[src/rtl/dmem_arbiter.sv]
// dmem_arbiter: shares one single-port data memory among NUM_REQ requesters, one access per grant.
// Fixed priority by default; define DMEM_ARB_RR_EN for round-robin arbitration.
module dmem_arbiter #(
    parameter int ADDR_WIDTH = 32,
    parameter int DATA_WIDTH = 32,
    parameter int NUM_REQ    = 2
) (
    input  logic                            clk,
    input  logic                            rst_n,
    input  logic [NUM_REQ-1:0]              req_valid,
    output logic [NUM_REQ-1:0]              req_ready,
    input  logic [NUM_REQ-1:0]              req_we,
    input  logic [NUM_REQ*ADDR_WIDTH-1:0]   req_addr,
    input  logic [NUM_REQ*DATA_WIDTH-1:0]   req_wdata,
    input  logic [NUM_REQ*2-1:0]            req_size,
    input  logic [NUM_REQ-1:0]              req_sign,
    output logic [NUM_REQ-1:0]              rsp_valid,
    input  logic [NUM_REQ-1:0]              rsp_ready,
    output logic [DATA_WIDTH-1:0]           rsp_rdata,
    output logic                            rsp_err,
    output logic                            mem_we,
    output logic [ADDR_WIDTH-1:0]           mem_addr,
    output logic [DATA_WIDTH-1:0]           mem_wdata,
    output logic [1:0]                      mem_size,
    output logic                            mem_sign,
    input  logic [DATA_WIDTH-1:0]           mem_rdata
);
    localparam int IW = $clog2(NUM_REQ);
    typedef enum logic [1:0] {IDLE, ACCESS, RESP} state_t;
    state_t                state;
    logic                  we, err, sign, gnt_any, sel_err, acc;
    logic [ADDR_WIDTH-1:0] addr, sel_addr;
    logic [DATA_WIDTH-1:0] wdata;
    logic [1:0]            size, sel_size;
    logic [IW-1:0]         owner, gnt_idx;
`ifdef DMEM_ARB_RR_EN
    logic [IW-1:0]         last_grant;
    // search descends so the port closest after last_grant is the final (winning) assignment
    always_comb begin
        gnt_any = 1'b0;
        gnt_idx = '0;
        for (int k = NUM_REQ; k >= 1; k--)
            if (req_valid[(int'(last_grant) + k) % NUM_REQ]) begin
                gnt_any = 1'b1;
                gnt_idx = IW'((int'(last_grant) + k) % NUM_REQ);
            end
    end
`else
    always_comb begin
        gnt_any = 1'b0;
        gnt_idx = '0;
        for (int i = NUM_REQ - 1; i >= 0; i--)
            if (req_valid[i]) begin
                gnt_any = 1'b1;
                gnt_idx = IW'(i);
            end
    end
`endif
    assign sel_addr  = req_addr[gnt_idx*ADDR_WIDTH +: ADDR_WIDTH];
    assign sel_size  = req_size[gnt_idx*2 +: 2];
    assign sel_err   = (sel_size == 2'b01 && sel_addr[0]) || (sel_size[1] && sel_addr[1:0] != 2'b00);
    assign req_ready = (rst_n && state == IDLE && gnt_any) ? NUM_REQ'(1) << gnt_idx : '0;
    assign rsp_valid = (state == RESP) ? NUM_REQ'(1) << owner : '0;
    assign acc       = state == ACCESS;
    assign mem_we    = acc & we & ~err;
    assign mem_addr  = acc ? addr : '0;
    assign mem_wdata = acc ? wdata : '0;
    assign mem_size  = acc ? {size[1], size[0] & ~size[1]} : 2'b00;
    assign mem_sign  = acc & sign;
    always_ff @(posedge clk or negedge rst_n) begin
        if (!rst_n) begin
            state     <= IDLE;
            we        <= 1'b0;
            err       <= 1'b0;
            sign      <= 1'b0;
            addr      <= '0;
            wdata     <= '0;
            size      <= 2'b00;
            owner     <= '0;
            rsp_rdata <= '0;
            rsp_err   <= 1'b0;
`ifdef DMEM_ARB_RR_EN
            last_grant <= IW'(NUM_REQ - 1);
`endif
        end else begin
            case (state)
                IDLE: if (gnt_any) begin
                    we    <= req_we[gnt_idx];
                    addr  <= sel_addr;
                    wdata <= req_wdata[gnt_idx*DATA_WIDTH +: DATA_WIDTH];
                    size  <= sel_size;
                    sign  <= req_sign[gnt_idx];
                    err   <= sel_err;
                    owner <= gnt_idx;
`ifdef DMEM_ARB_RR_EN
                    last_grant <= gnt_idx;
`endif
                    state <= ACCESS;
                end
                ACCESS: begin
                    rsp_rdata <= (we || err) ? '0 : mem_rdata;
                    rsp_err   <= err;
                    state     <= RESP;
                end
                RESP: if (rsp_ready[owner]) state <= IDLE;
                default: state <= IDLE;
            endcase
        end
    end
endmodule
[config.mk]
export PLATFORM = sky130hd
export DESIGN_NAME = dmem_arbiter
export DESIGN_NICKNAME = d
export VERILOG_FILES = /design/src/rtl/dmem_arbiter.sv
export SDC_FILE = /design/constraint.sdc
export NUM_CORES = 1
export LEC_CHECK = 0
export ABC_AREA = 1
export BUFFER_PORTS_ARGS = -buffer_cell sky130_fd_sc_hd__buf_2
export CORE_ASPECT_RATIO = 1.5
export CORE_UTILIZATION = 47
export CTS_BUF_LIST = sky130_fd_sc_hd__clkbuf_4 sky130_fd_sc_hd__clkbuf_8
export DETAILED_ROUTE_END_ITERATION = 8
export HOLD_SLACK_MARGIN = 0.03
export PLACE_DENSITY = 0.82
export REMOVE_ABC_BUFFERS = 1
export SYNTH_ARGS = -nofsm -noshare
export SYNTH_HDL_FRONTEND = slang
export SYNTH_SLANG_ARGS = --single-unit
[constraint.sdc]
create_clock -name clk -period 1.5 [get_ports clk]
set_input_delay 0.3 -clock clk [delete_from_list [all_inputs] [get_ports clk]]
set_output_delay 0.3 -clock clk [all_outputs]
set_load 0.05 [all_outputs]
==> metrics.md <==
| Metric | Value |
|---|---|
| Initial drt markers | between 200 and 300 |
| TritonCTS Buffers | 9 |
| Met2 WL | about 8600 um |
| Nets@finish | about 1,100 |
| CTS Buffer Depth | 2 |
| PwrDens | approximately 2300 nW/um^2 |
| Layout cells sized above 1 | just under 50% |
| Simple-gate share of the synthesized area | 19.6% |
| CTS Sinks | approximately 110 |
| Violated checks | negative setup slack |
| Die area | ~12,000 sq um |
| GP Congestion | just over 0.8 |
| DR vias | ~5,400 |
| Element type at the critical path start | flip-flop |
| Peak Freq | ~0.55 GHz |
| Dpl hpwl | about 11,000 um |
| Die W | between 90 and 100 um |
| Synth Register Bits | roughly 110 |
| Syn Inst Count | 630 |
| Leak pwr | between 0.004 and 0.005 uW |
| Post-route setup TNS | -20.86 ns |
| Area leader, netlist | dfrtp_1 |
| Hold/Removal Path Class | in -> async |
| Initial antenna violation count | 0 |
| Clk Tree Root Cell | clkbuf_8 |
| Top post-synthesis cells by area | dfrtp_1 48%, o22ai_2 11%, nor2_1 9.3% |
| Top sig layer | met4 |
| EDFF count, synth | 0 |
| Fin crit share | 122% |
| Crit Path Class | reg -> out |
| Yosys cell types | 22 |
| Worst EP required | 1.20 ns |
| Met1 Wirelength | ~5800 um |
| Top FF cell, synth | dfrtp_1 |
| Number of global-route vias before repair | between 5,000 and 6,000 |
| Worst-path clk slew | roughly 0.1 ns |
| Final core utilization | a little over two thirds |
| Row cnt | 47 |
| Crit path capture type | output pin |
| Synth Area in Compound Gates | between 20% and 30% |
| Pwr Total | around 18,000 uW |
| Max-Cap Viols | 0 |
| R2R depth | 8 |
| Chip Height | approximately 130 um |
| Largest net degree at the start of global routing | roughly 110 |
| Routed Antenna Nets | 0 |
| Finish-stage setup viols | between 70 and 80 |
| Clk_lat worst skew | roughly 0.36 ns |
| Total track usage | between 20% and 30% |
| Xor/xnor share of the synthesized area | 0% |
| Ports | 279 |
| CTS HTree Levels | 3 |
| GR Overflow Total | 0 |
| Outcome | complete, but fails checks |
| Main combinational cell family by area after synthesis | compound AO/OA/AOI/OAI gates |
| PnR worst setup slack | -0.331 ns |
| DRC | 0 |
| Layout area overhead | 42.8% |
| Min Hold Slack | around 0.036 ns |
| Initial Util | between 40% and 50% |
| Met3 routed WL | roughly 830 um |
| Synth top area share | between 40% and 50% |
| Crit Path Max Fanout | 50 |
| Worst Tran Pin Value | ~0.56 ns |
| TritonCTS clock tree | built |
| First-pass GRT wire length | 24,600 um |
| Core region area | roughly 11,000 sq um |
| Max VDD drop | 1.14 mV |
| Detailed Routing Iterations Pass 1 | 4 |
| WL per Instance | 15.0 um |
| Final Skew | 0.0113 ns |
| Count leader, synth | nor2_1 |
| Fillers | 820 |
| Vias/cell | around 5.1 |
| Data arrival, critical path | between 1.5 and 2 ns |
| DP Area | 6980 sq um |
| Mapped Area | between 5000 and 6000 sq um |
| Mux share of post-synthesis cell area | 0% |
| Slew HR | around 63% |
| Synth cell count leaders | 135 x nor2_1, 105 x dfrtp_1, 89 x nand2_1 |
| Minimum clock period | between 1.5 and 2 ns |
| RSZ-0062 raised after global routing | yes |
| Ant diodes | 0 |
| Hold Violations, Final | 0 |
| Asr flop ratio synth | between 90% and 100% |
| Post-synthesis sequential area ratio | a little under half |
| Slew Viols, Final | 0 |
| Design Area, Final | between 7000 and 8000 sq um |
| IO Port Bufs | approximately 280 |
| Final wirelength | ~16,000 um |
| Syn Area/Cell | about 8.7 sq um |
| Adder-cell share of the synthesized area | 0% |
| Synth warn | 0 |
## worst max-delay path: stages, from the launching register on
cell and delay [ns]:
dfrtp_1 0.40, inv_2 0.08, nor2_4 0.04, inv_2 0.09, buf_12 0.27, nor2_1 0.10, buf_6 0.16
## registers in the layout, indices dropped and copies added, names as in the netlist
signal / cells
sign: 1
size: 2
rsp_err: 1
err: 1
owner: 1
we: 1
rsp_rdata: 32
addr: 32
state: 2
wdata: 32
## stage by stage
| step | setup slack [ns] | instances |
|---|---|---|
| final | -0.331 | 1048 |
| after global routing | -0.432 | 1048 |
| after CTS | -0.346 | 1046 |
| after detailed placement | -0.0817 | 1030 |
| after global placement | -0.0624 | 1030 |
| after floorplan | -2.26 | 584 |
## layout make-up
| cell class | count | area [sq um] | area share (%) |
|---|---|---|---|
| multi-input combinational | 401 | 2360 | 30.2 |
| clock buffer | 11 | 139 | 1.78 |
| tap | 147 | 184 | 2.35 |
| timing repair buffer | 301 | 2160 | 27.6 |
| inverter | 78 | 293 | 3.74 |
| sequential | 105 | 2630 | 33.6 |
| clock inverter | 5 | 56.3 | 0.720 |
## cell usage in the layout, fill, tap and decap left out
master      count
dfrtp_1       105
nor2_2         33
clkinv_4        1
o22ai_2        50
clkinvlp_4      1
buf_12          8
nand3_1        36
clkbuf_16       1
nand2_4         1
o22ai_1        14
buf_2         205
o21ai_0        18
buf_6          75
clkbuf_8        9
nor2_4          7
clkbuf_4        2
nor2_1         98
clkinv_2        2
buf_4          10
inv_1          74
bufinv_16       1
buf_8           2
nand2_1        89
nor3_2          1
inv_2           4
o21ai_2        21
o21ai_1        31
nor3_4          2
## final timing paths
kind,startpoint,to,slack (ns)
min,rst_n,addr[7]$_DFFE_PN0P_,0.04
max,state[0]$_DFFE_PN0P_,mem_wdata[10],-0.33
max reg2reg,state[1]$_DFFE_PN0P_,wdata[6]$_DFFE_PN0P_,0.08
max in group asynchronous,rst_n,addr[30]$_DFFE_PN0P_,1.04
min reg2reg,rsp_rdata[9]$_DFFE_PN0N_,rsp_rdata[9]$_DFFE_PN0N_,0.48
min in group clk,mem_rdata[11],rsp_rdata[11]$_DFFE_PN0N_,0.16
## where the power goes
part           internal [uW]  switching [uW]  leakage, uW
logic                   3820            7570      0.00273
registers               4170             512      0.00132
clock network            808             921     0.000100
total                   8790            9000      0.00415
## timing repair
item,in CTS,in global routing
hold buffers,0,0
pin swaps,0,2
setup endpoints to repair,72,93
cloned,0,1
resized for setup,168,31
buffers inserted,0,1
## logic make-up after synthesis
logic type	Yosys count
buf+inv	124
flops	105
compound gates	134
simple gates	267
## metal layers
metal	vias to the layer above	global-route usage (%)
li1	2552	-
met4	0	13.4
met3	42	4.71
met2	246	47.5
met5	-	0
met1	2527	27.6
Power figures use the tool's default switching activity.
